`config.mk`:
```
export PLATFORM = sky130hd
export DESIGN_NAME = fib_sequencer
export DESIGN_NICKNAME = d
export VERILOG_FILES = /design/src/rtl/fib_pkg.sv /design/src/rtl/fib_step_counter.sv /design/src/rtl/fib_sequencer.sv
export SDC_FILE = /design/constraint.sdc
export NUM_CORES = 1
export LEC_CHECK = 0
export BUFFER_PORTS_ARGS = -buffer_cell sky130_fd_sc_hd__buf_2
export CAP_MARGIN = 30
export CORE_UTILIZATION = 45
export CTS_BUF_LIST = sky130_fd_sc_hd__clkbuf_8
export CTS_CLUSTER_DIAMETER = 50
export CTS_CLUSTER_SIZE = 8
export DETAILED_ROUTE_END_ITERATION = 10
export PLACE_DENSITY = 0.81
export SYNTH_ARGS = -nofsm -noshare
export SYNTH_HDL_FRONTEND = slang
export SYNTH_SLANG_ARGS = --single-unit
```
`constraint.sdc`:
```
create_clock -name clk -period 2.1 [get_ports clk]
set_clock_uncertainty 0.05 [all_clocks]
set_input_delay 0.21 -clock clk [delete_from_list [all_inputs] [get_ports clk]]
set_output_delay 0.21 -clock clk [all_outputs]
set_load 0.05 [all_outputs]
```
`src/rtl/fib_pkg.sv`:
```
// fib_pkg -- shared definitions for the Fibonacci sequencer slice.
//
// Contents:
//   CNT_W_DEFAULT : default width of the iteration count / step counter
//   fib_state_t   : binary-encoded control state (IDLE=0, INIT=1, STEP=2, DONE=3)
package fib_pkg;

  localparam int CNT_W_DEFAULT = 4;

  typedef enum logic [1:0] {
    IDLE = 2'd0,
    INIT = 2'd1,
    STEP = 2'd2,
    DONE = 2'd3
  } fib_state_t;

endpackage

```
`src/rtl/fib_step_counter.sv`:
```
// fib_step_counter -- holds the latched iteration count and counts issued steps.
//
// Ports:
//   clk    in   rising-edge clock
//   clr    in   synchronous active-high reset; clears count and n_q
//   load   in   start of a run: latch n into n_q and clear count
//   en     in   a step is issued this cycle; count increments on the edge
//   n      in   CNT_W  requested number of steps
//   count  out  CNT_W  steps completed in the current or last run
//   last   out  the step issued this cycle is the final one (count+1 == n_q)
//   n_zero out  the latched run has no steps at all
module fib_step_counter #(
  parameter int CNT_W = 4
) (
  input  logic             clk,
  input  logic             clr,
  input  logic             load,
  input  logic             en,
  input  logic [CNT_W-1:0] n,
  output logic [CNT_W-1:0] count,
  output logic             last,
  output logic             n_zero
);

  logic [CNT_W-1:0] n_q;

  // Load takes priority over enable; the FSM never asserts both together.
  always_ff @(posedge clk) begin
    if (clr) begin
      count <= '0;
      n_q   <= '0;
    end else if (load) begin
      count <= '0;
      n_q   <= n;
    end else if (en) begin
      count <= count + 1'b1;
    end
  end

  // Compare one bit wider so count+1 cannot alias back to zero when n_q is
  // all-ones.
  assign last   = ({1'b0, count} + {{CNT_W{1'b0}}, 1'b1}) == {1'b0, n_q};
  assign n_zero = (n_q == '0);

endmodule

```
`src/rtl/fib_sequencer.sv`:
```
// fib_sequencer -- control FSM that sequences the Fibonacci datapath.
// A start request latches n, pulses dp_init (A=0, B=1), issues exactly n
// dp_step strobes (A<-B, B<-A+B) and then pulses done.
//
// Ports:
//   clk     in   rising-edge clock
//   CLR     in   synchronous active-high reset
//   start   in   run request, accepted only while idle
//   n       in   CNT_W  number of steps, latched on acceptance
//   ovf     in   datapath adder overflow, meaningful during step cycles
//   dp_init out  one-cycle datapath load strobe
//   dp_step out  datapath step enable
//   busy    out  high from the init cycle through the done cycle
//   done    out  one-cycle completion pulse
//   err     out  run was aborted by overflow (stays until next start/CLR)
//   count   out  CNT_W  steps completed in the current or last run
//
// Build option: define FIB_OVF_ABORT_EN to abort a run when ovf is seen in a
// step cycle. Without it ovf is ignored and err is tied low.
module fib_sequencer
  import fib_pkg::*;
#(
  parameter int CNT_W = CNT_W_DEFAULT
) (
  input  logic             clk,
  input  logic             CLR,
  input  logic             start,
  input  logic [CNT_W-1:0] n,
  input  logic             ovf,
  output logic             dp_init,
  output logic             dp_step,
  output logic             busy,
  output logic             done,
  output logic             err,
  output logic [CNT_W-1:0] count
);

  fib_state_t state_q, state_d;
  logic accept;
  logic step_en;
  logic last_step;
  logic n_zero;
  logic abort;

  assign accept  = (state_q == IDLE) && start;
  assign step_en = (state_q == STEP);

  fib_step_counter #(.CNT_W(CNT_W)) u_counter (
    .clk    (clk),
    .clr    (CLR),
    .load   (accept),
    .en     (step_en),
    .n      (n),
    .count  (count),
    .last   (last_step),
    .n_zero (n_zero)
  );

`ifdef FIB_OVF_ABORT_EN
  // The overflowing step has already been issued, so the run ends right
  // after it and err marks the result as invalid.
  assign abort = step_en && ovf;

  always_ff @(posedge clk) begin
    if (CLR) begin
      err <= 1'b0;
    end else if (accept) begin
      err <= 1'b0;
    end else if (abort) begin
      err <= 1'b1;
    end
  end
`else
  logic unused_ovf;
  assign unused_ovf = ovf;
  assign abort      = 1'b0;
  assign err        = 1'b0;
`endif

  always_ff @(posedge clk) begin
    if (CLR) begin
      state_q <= IDLE;
    end else begin
      state_q <= state_d;
    end
  end

  // Outputs are a pure decode of the registered state, so dp_init and
  // dp_step can never overlap.
  always_comb begin
    state_d = state_q;
    dp_init = 1'b0;
    dp_step = 1'b0;
    busy    = 1'b0;
    done    = 1'b0;
    case (state_q)
      IDLE: begin
        if (start) state_d = INIT;
      end
      INIT: begin
        dp_init = 1'b1;
        busy    = 1'b1;
        state_d = n_zero ? DONE : STEP;
      end
      STEP: begin
        dp_step = 1'b1;
        busy    = 1'b1;
        if (abort || last_step) state_d = DONE;
      end
      DONE: begin
        done    = 1'b1;
        busy    = 1'b1;
        state_d = IDLE;
      end
      default: state_d = IDLE;
    endcase
  end

endmodule

```
==> results.md <==
* Status: finished, final reports clean
* Minimum clock period at about 1.8 ns
* Internal at 0.5828 mW
* DP Area at 718.2 µm²
* CTS clk-pin slew, worst paths at approximately 0.05 ns
* Final Cell Area at 773.2 µm²
* Cell Chain, Critical Path: ha_1 -> xnor2_4 -> nand4_1 -> o311a_1 -> a211oi_2
* Worst reg2reg path depth at 5
* Post-CTS Repair Setup Buffers at 0
* Drt wl/cell at 11.69 µm
* Cts repair resizes at 0
* Top post-synthesis cells by area: dfxtp_1, ha_1, nand2b_1
* Library cells used by synthesis at 24
* Core ar. at about 1300 µm²
* Synth top area share at 31.81%
* DP Wirelength at 829.2 µm
* Commonest cells post-synth: dfxtp_1, nand2_1, ha_1, nand3_1
* Chip width at 39.40 µm
* Critical Path Fanout Max at 5
* CP max stage cell: o311a_1
* GR Layer Usage met2 at a little under a third
* Post-DRT Antenna Nets at 0
* Net Sw Frac at 44.32%
* CP Data Arrival Time at 1.86 ns
* Gr ovfl total at 0
* Max VDD drop at 0.9070 mV
* GR Layer Usage met1 at a little over a fifth
* Inst Count DP at 96
* Die ar. at roughly 1600 µm²
* Fill count at 125
* CP Capture Type: flip-flop
* Routed WL at about 1200 µm
* Worst min-delay path class: input pin to flip-flop
* # H-tree levels at 1
* Initial antenna violation count at 0
* Setup-failing EPs final at 0
* Crit path kind: flip-flop to flip-flop
* Chip height at 39.40 µm
* Reg2reg start: u_counter.count[1]
* Clock power share at 23.6%
* Layer carrying the most global-route usage: met2
* Post-synthesis register bit count at 10
* CP Capture Point: state_q[0]
* Slew Limit Fails at 0
* RR Endpoint: state_q[0]
* Worst skew pair latency at 0.24 ns
* Initial core utilization at between 40% and 50%
* Syn Nets at 81
* CTS max path bufs at 2
* Vias in the first global route at 469
* Iter 0 DRT Violations at 10
* Core Util, Final at 59.42%
* Switching power at 0.4640 mW
* Residual DRC at 0
* Synth Instances at 67
* Biggest area consumer among synthesized cells: dfxtp_1
* Startpoint class of the critical path: flip-flop
* TritonRoute pass-1 iters at 4
* Sum Neg Setup Slack at 0 ns
* Met3 global-route usage at between 3 and 4%
* Final worst-path cycle share at 83.41%
* F_max at ~570 MHz
* RSZ-0062 raised after global routing: no
* Post-synthesis cell area at 629.4 µm²
* Asr flop ratio synth at 0%
* Sequential power share at approximately 25%
* Average size of a mapped cell at 9.393 µm²
* Warnings, synthesis at 0
* CP required at 2.21 ns
* CTS Buf Count at 3
* First-pass GRT wire length at 1890 µm
* Final net count at 100
* Max Cap Viol at 0
* Area growth syn-to-layout at 22.86%
* Power Density at 1354 nW/µm²
* Logic pwr share at 51.5%
* Gr usage total at between 10% and 20%
* Largest net degree at the start of global routing at 9
* Most used flip-flop cell after synthesis: dfxtp_1
* Pre-CTS WS at 0.3787 ns
* Sink Count at 10
* P_leak at 0.3544 nW
* R2R Setup Slk at 0.35 ns
* N_diodes at 0
* Routed vias/inst at 5.160
* Crit-path max cell delay at 0.40 ns
* Gpl congestion at between 0.7 and 0.8
* Final Non-Filler Cells at 100
* Sequential share of the synthesized area at 31.81%
* CP Launch Point: u_counter.count[1]
* Post-synth EDFFs at 0
* Final setup margin at roughly 0.35 ns
* # hold bufs at CTS at 0
* # IOs at 17
* Hold Vio Cnt, Final at 0
* Root Buffer: clkbuf_8
* Site Rows at 13
* Most numerous cell in the Yosys netlist: dfxtp_1
* I/O Buffers at 14
* Via count at 516
* CTS tree: yes
* Layout cells sized above 1 at 28.24%
## logic make-up after synthesis
| group | synth area share, % |
|---|---|
| other | 0.5958 |
| AOI/OAI and AO/OA | 9.940 |
| DFF | 31.81 |
| buffers and inverters | 2.982 |
| adders and majority gates | 11.93 |
| xor gates and xnor gates | 17.50 |
| muxes | 3.181 |
| and+or+nand+nor | 22.07 |
## registers in the layout, indices dropped and copies added, names as in the netlist
register         flops
state_q              2
u_counter.n_q        4
u_counter.count      4
## layout make-up
cell class	count	area, µm²	area share [%]
Multi-Input combinational cell	53	410.4	53.07
Sequential cell	10	200.2	25.89
Timing Repair Buffer	15	77.57	10.03
Clock buffer	4	55.05	7.120
Tap cell	15	18.77	2.427
Inverter	3	11.26	1.456
## how the worst min path moves through the flow
stage / startpoint / depth (start not counted) / end / slack (ns)
2_1_floorplan: CLR / 1 / state_q[0] / 0.22
3_3_place_gp: n[3] / 3 / u_counter.n_q[3] / 0.41
3_5_place_dp: n[2] / 3 / u_counter.n_q[2] / 0.42
4_1_cts: n[2] / 3 / u_counter.n_q[2] / 0.16
5_1_grt: CLR / 2 / state_q[0] / 0.18
6_report: n[2] / 3 / u_counter.n_q[2] / 0.17
## placed cells by master, fill, tap and decap left out, drive strengths merged
cell type  Yosys  final
nor2           5      5
dfxtp         10     10
a211oi         2      2
nand4          2      2
buf            1     15
nand2b         5      5
o31ai          1      1
xor2           4      4
inv            3      3
nand2          7      7
mux2i          2      2
o311a          1      1
or2            1      1
nor4           1      1
conb           1      1
nand3          6      6
xnor3          1      1
nand3b         1      1
clkbuf         0      4
xnor2          3      3
ha             6      6
a21oi          4      4
## through the flow
step	total power, mW	hold WS [ns]
floorplan	0.7031	0.2246
global placement	0.7820	0.4128
detailed placement	0.7971	0.4192
CTS	1.058	0.1635
global route	1.110	0.1844
finish	1.047	0.1681
## power by group through the flow
| stage | clock [mW] | combinational (mW) | sequential [mW] |
|---|---|---|---|
| after global placement | 0 | 0.520 | 0.262 |
| after floorplan | 0 | 0.428 | 0.275 |
| final | 0.247 | 0.539 | 0.260 |
| after detailed placement | 0 | 0.532 | 0.265 |
| after global routing | 0.261 | 0.581 | 0.267 |
| after CTS | 0.254 | 0.544 | 0.260 |
## layer usage
metal | wire length [µm] | share of wire, % | vias up
li1 | - | - | 264
met3 | 50 | 4.3 | 5
met2 | 578 | 49 | 19
met5 | 0 | 0 | -
met4 | 31 | 2.7 | 0
met1 | 509 | 44 | 228
## worst max-delay path: cells and delay by family (launching register included)
kind,cells,cell delay [ns]
AOI/OAI and AO/OA,2,0.59
and+or+nand+nor,1,0.14
adders and majority gates,1,0.32
DFF,1,0.39
xor gates and xnor gates,1,0.17
Note: power is estimated with default switching activity, not from simulation.
